### src/rtl/bcd_countdown_timer.sv
// bcd_countdown_timer: cascaded multi-digit up/down cook-time counter.
// Optional auto-reload from the shadow register: BCD_TIMER_AUTORELOAD_EN.
module bcd_countdown_timer #(
   parameter int DIGITS  = 4,
   parameter int MODULUS = 10
) (
   input  logic                clk,
   input  logic                reset,
   input  logic                tick,
   input  logic                load,
   input  logic [4*DIGITS-1:0] load_value,
   input  logic                up_down,
   input  logic                start,
   input  logic                stop,
   output logic [4*DIGITS-1:0] count_out,
   output logic                running,
   output logic                done,
   output logic                at_terminal
);

   localparam int         W      = 4 * DIGITS;
   localparam logic [3:0] LP_MAX = 4'(MODULUS - 1);
   localparam logic [W-1:0] LP_ALLMAX = {DIGITS{LP_MAX}};

   typedef enum logic [1:0] {
      S_IDLE,
      S_RUN,
      S_PAUSED,
      S_DONE
   } state_t;

   state_t         r_state;
   logic [W-1:0]   r_count;
   logic [W-1:0]   r_shadow;
   logic           r_dir;
   logic           r_done;
   logic           r_running;

   logic [W-1:0]   w_clamped;
   logic [W-1:0]   w_next;
   logic [W-1:0]   w_term_cur;
   logic [W-1:0]   w_term_new;
   logic           w_next_term;
   logic           w_start_ok;

   // Digits above the legal range saturate at the top digit value.
   function automatic logic [W-1:0] f_clamp(input logic [W-1:0] v);
      logic [W-1:0] r;
      r = v;
      for (int i = 0; i < DIGITS; i++) begin
         if (v[4*i +: 4] > LP_MAX) begin
            r[4*i +: 4] = LP_MAX;
         end
      end
      return r;
   endfunction

   // Decrement with borrow rippling from digit 0 upward.
   function automatic logic [W-1:0] f_down(input logic [W-1:0] v);
      logic [W-1:0] r;
      logic         b;
      r = v;
      b = 1'b1;
      for (int i = 0; i < DIGITS; i++) begin
         if (b) begin
            if (v[4*i +: 4] == 4'd0) begin
               r[4*i +: 4] = LP_MAX;
            end else begin
               r[4*i +: 4] = v[4*i +: 4] - 4'd1;
               b = 1'b0;
            end
         end
      end
      return r;
   endfunction

   // Increment with carry rippling from digit 0 upward.
   function automatic logic [W-1:0] f_up(input logic [W-1:0] v);
      logic [W-1:0] r;
      logic         c;
      r = v;
      c = 1'b1;
      for (int i = 0; i < DIGITS; i++) begin
         if (c) begin
            if (v[4*i +: 4] == LP_MAX) begin
               r[4*i +: 4] = 4'd0;
            end else begin
               r[4*i +: 4] = v[4*i +: 4] + 4'd1;
               c = 1'b0;
            end
         end
      end
      return r;
   endfunction

   assign w_clamped   = f_clamp(load_value);
   assign w_next      = r_dir ? f_up(r_count) : f_down(r_count);
   assign w_term_cur  = r_dir ? LP_ALLMAX : '0;
   assign w_term_new  = up_down ? LP_ALLMAX : '0;
   assign w_next_term = (w_next == w_term_cur);
   assign w_start_ok  = start &&
                        ((r_state == S_IDLE) || (r_state == S_PAUSED));

`ifdef BCD_TIMER_AUTORELOAD_EN
   logic w_shadow_term;
   assign w_shadow_term = (r_shadow == w_term_cur);
`else
   logic w_unused_shadow;
   assign w_unused_shadow = ^r_shadow;
`endif

   // Control FSM with count, shadow, direction and pulse registers.
   always_ff @(posedge clk or posedge reset) begin
      if (reset) begin
         r_state   <= S_IDLE;
         r_count   <= '0;
         r_shadow  <= '0;
         r_dir     <= 1'b0;
         r_done    <= 1'b0;
         r_running <= 1'b0;
      end else begin
         r_done <= 1'b0;
         if (load && (r_state != S_RUN)) begin
            r_count   <= w_clamped;
            r_shadow  <= w_clamped;
            r_state   <= S_IDLE;
            r_running <= 1'b0;
         end else if (stop) begin
            if (r_state == S_RUN) begin
               r_state   <= S_PAUSED;
               r_running <= 1'b0;
            end
         end else if (w_start_ok) begin
            r_dir <= up_down;
            if (r_count == w_term_new) begin
               r_state   <= S_DONE;
               r_done    <= 1'b1;
               r_running <= 1'b0;
            end else begin
               r_state   <= S_RUN;
               r_running <= 1'b1;
            end
         end else if (tick && (r_state == S_RUN)) begin
            if (w_next_term) begin
               r_done <= 1'b1;
`ifdef BCD_TIMER_AUTORELOAD_EN
               if (w_shadow_term) begin
                  r_count   <= w_next;
                  r_state   <= S_DONE;
                  r_running <= 1'b0;
               end else begin
                  r_count <= r_shadow;
               end
`else
               r_count   <= w_next;
               r_state   <= S_DONE;
               r_running <= 1'b0;
`endif
            end else begin
               r_count <= w_next;
            end
         end
      end
   end

   assign count_out   = r_count;
   assign running     = r_running;
   assign done        = r_done;
   assign at_terminal = (r_count == w_term_cur);

endmodule

### config.mk
export PLATFORM = sky130hd
export DESIGN_NAME = bcd_countdown_timer
export DESIGN_NICKNAME = d
export VERILOG_FILES = /design/src/rtl/bcd_countdown_timer.sv
export SDC_FILE = /design/constraint.sdc
export NUM_CORES = 1
export LEC_CHECK = 0
export ABC_AREA = 1
export CAP_MARGIN = 20
export CORE_MARGIN = 3
export CORE_UTILIZATION = 25
export CTS_CLUSTER_SIZE = 14
export DETAILED_ROUTE_END_ITERATION = 8
export PLACE_DENSITY = 0.52
export SLEW_MARGIN = 15
export SYNTH_ARGS = -nofsm -noshare
export SYNTH_HDL_FRONTEND = slang
export SYNTH_SLANG_ARGS = --single-unit
### constraint.sdc
create_clock -name clk -period 1.6 [get_ports clk]
set_input_delay 0.16 -clock clk [delete_from_list [all_inputs] [get_ports clk]]
set_output_delay 0.16 -clock clk [all_outputs]
set_load 0.01 [all_outputs]
==> flow_metrics.py, run 1 <==
metrics = {
    "run_status": {
        "status": "finished, violations left",
        "violations": "negative setup slack",
    },
    "die": {
        "core.rowCount": 35,
        "start_util_pct": 25.9,
        "core_um2": 9280,
        "fp.dieArea_um2": 10800,
        "io_pins": 42,
        "die_w_um": 104,
        "die_h_um": 104,
    },
    "clocking": {
        "htree_levels": 1,
        "cts_root_buf": "clkbuf_8",
        "cts_buffers": 3,
        "hold_buffers": 0,
        "cts.path.max_buffers": 2,
        "insertion_delay_ps": 280,
        "cts_tree": "done",
        "path_clk_slew_ps": 110,
        "clock-sinks": 21,
    },
    "timing": {
        "fmax_ghz": 0.485,
        "finClkSkew_ps": 10.7,
        "tightestPinTransition_ps": 335,
        "final_max_slew_viol_count": 0,
        "fin_crit_sh_pct": 129,
        "rsz0062_at_grt": "true",
        "fin_ws_ps": -463,
        "max_slew_margin_pct": 77.7,
        "setup_viol_count_final": 17,
        "hold_slack_ps": 222,
        "hold_viol": 0,
        "final.setup.tns_ps": -3950,
        "period_minus_slack_ps": 2060,
    },
    "route": {
        "drtAntennaViolNets": 0,
        "drtIter0Drc": 227,
        "vias": 3236,
        "finalWirelength_um": 9650,
        "drt-wirelength-per-cell_um": 14.0,
        "via_per_inst": 4.71,
        "drc_errors": 0,
        "drtPass1Iterations": 5,
    },
    "synthesis": {
        "syn_area_per_cell_um2": 5.76,
        "synth_edf_count": 0,
        "syn_area_um2": 2400,
        "netlist_instances": 417,
        "yosysSeqAreaShare_pct": 21.9,
        "ys_ff_latch": 21,
        "synth_top_area_share_pct": 23.3,
        "yosys-top-cells-area": "nand2_1 23%, dfrtp_1 22%, nand3_1 8.7%, inv_1 6.2%, nor2_1 6.2%",
        "postSynthNetCount": 440,
        "synth.distinct_cells": 32,
        "yosys.area.top_type": "nand2_1",
        "synth_warnings": 0,
        "synthArstFlopShare_pct": 100,
        "synth-main-ff-cell": "dfrtp_1",
    },
    "setup_path": {
        "arrival_ps": 2260,
        "crit_fanout": 7,
        "reg2reg_to": "count_out[15]",
        "start_kind": "register",
        "critPathKind": "reg2reg",
        "path_cells": "buf_6 > nor2_4 > nand2_4 > nor2_8 > buf_4 > nand3_1 > nand2_2 > nand2_2 > buf_4 > buf_4 > buf_4 > nand2_1 > nor2_1 > o22ai_1",
        "crit_buf_inv": 5,
        "reg2reg_depth": 14,
        "end_kind": "register",
        "slowest_delay_ps": 440,
        "r2r_start": "count_out[4]",
        "cpMaxStageDelayCell": "dfrtp_1",
        "cp.required_ps": 1790,
        "crit_family": "simple AND/OR/NAND/NOR gates",
        "reg2reg_slack_ps": -460,
        "crit_top_cell": "buf_4",
    },
    "hold_path": {
        "hold_path_class": "in2async",
    },
    "placed_design": {
        "placed_cell_area_um2": 3610,
        "gp_congestion": 0.897,
        "portBuffers": 41,
        "pre_cts_slack_ps": -477,
        "place_inst": 664,
        "place_hpwl_um": 7260,
    },
    "grt": {
        "grt_max_degree": 22,
        "grt_overflow": 0,
        "antenna_found_initial": 0,
        "grt_first_pass_wirelength_um": 14900,
        "grtUsageTotal_pct": 16.8,
        "first_global_vias": 3045,
    },
    "layout": {
        "diodes": 0,
        "final_common_cell": "nand2_1",
        "post-route-util_pct": 43.6,
        "drive_gt1_share_pct": 35.7,
        "final_cell_mix": "134 x nand2_1, 103 x buf_4, 40 x nand3_1",
        "design_area_um2": 4050,
        "nets": 582,
        "fill_cells": 1007,
        "area_delta_synth_final_pct": 68.5,
        "instances_no_fill": 687,
    },
    "power": {
        "clock_power_share_pct": 5.6,
        "p_sw_share_pct": 49.8,
        "peakVddDrop_uv": 597,
        "p_int_mw": 3.68,
        "power_density_nw_per_um2": 1810,
        "power.share.sequential_pct": 14.3,
        "leakage_nw": 2.05,
        "pwr-share-comb_pct": 80.1,
        "finalPower_mw": 7.32,
        "switching_power_mw": 3.64,
    },
    "job": {
        "drv_cap": 0,
    },
}
-- logic make-up (layout without fill, tap and decap cells) --
group	Yosys count	after routing	share of synthesized area (%)
simple gates	271	271	51.6
buf+inv	62	203	11.5
compound gates	61	61	14.3
flops	21	21	21.9
xor+xnor	2	2	0.729
-- worst register-to-register path, stage by stage (launching register included) --
cell,delay [ps]
dfrtp_1,440
buf_6,140
nor2_4,130
nand2_4,90
nor2_8,180
buf_4,150
nand3_1,80
nand2_2,100
nand2_2,70
buf_4,140
buf_4,120
buf_4,120
nand2_1,60
nor2_1,40
o22ai_1,130
-- sequential cells by signal, summed over array words and instances, names as in the netlist --
| signal | flops |
|---|---|
| running | 1 |
| r_dir | 1 |
| r_state | 2 |
| done | 1 |
| count_out | 16 |
-- routing by layer --
layer	track usage, %	vias to the layer above	wire length, µm
met1	23.3	1470	4620
li1	-	1637	-
met5	0	-	0
met3	2.92	15	585
met4	2.85	0	127
met2	27.6	114	4310
-- power by group through the flow --
stage	Sequential, mW	Combinational, mW	Clock, mW
global placement	0.994	5.11	0
global route	1.08	6.36	0.437
CTS	1.02	5.40	0.422
finish	1.04	5.86	0.412
floorplan	1.06	2.60	0
detailed placement	1.00	5.10	0
-- repair_timing --
item	4_1_cts	5_1_grt
endpoints found under the setup margin	19	26
pin swaps	14	24
setup buffers	11	8
gates resized for setup	35	56
-- cell usage after synthesis (all sizes together) (3+ instances only) --
library cell  instances
nor2                 49
inv                  42
nand4                 9
a31oi                 4
a21oi                15
nand2               161
buf                  12
o22ai                 3
nor3                  6
dfrtp                21
a22oi                 5
o21ai                29
nand3                44
clkbuf                6
-- worst max-delay path by stage --
stage	from	endpoint	slack [ps]	depth (start not counted)
2_1_floorplan	count_out[7]	running	-190	17
3_3_place_gp	count_out[7]	r_state[0]	-470	16
3_5_place_dp	count_out[0]	r_state[0]	-480	17
4_1_cts	count_out[1]	running	-420	14
5_1_grt	count_out[4]	r_state[0]	-590	17
6_report	count_out[4]	count_out[15]	-460	14
-- layout make-up --
| cell class | count | area (µm²) | area share (%) |
|---|---|---|---|
| Clock buffer | 3 | 41.3 | 1.02 |
| Clock inverter | 1 | 7.51 | 0.185 |
| Inverter | 44 | 171 | 4.23 |
| Multi-Input combinational cell | 334 | 1820 | 44.9 |
| Sequential cell | 21 | 532 | 13.1 |
| Tap cell | 129 | 161 | 3.99 |
| Timing Repair Buffer | 155 | 1320 | 32.6 |
(Power assumes the default switching activity.)
==> run 2, diff against run 1 <==
--- a/config.mk
+++ b/config.mk
@@ -9,6 +9,7 @@
 export CAP_MARGIN = 20
 export CORE_MARGIN = 3
 export CORE_UTILIZATION = 25
+export CTS_CLUSTER_DIAMETER = 150
 export CTS_CLUSTER_SIZE = 14
 export DETAILED_ROUTE_END_ITERATION = 8
 export PLACE_DENSITY = 0.52
==> results of run 2 <==
No change in the layout: final DEF, timing and power equal those of run 1.
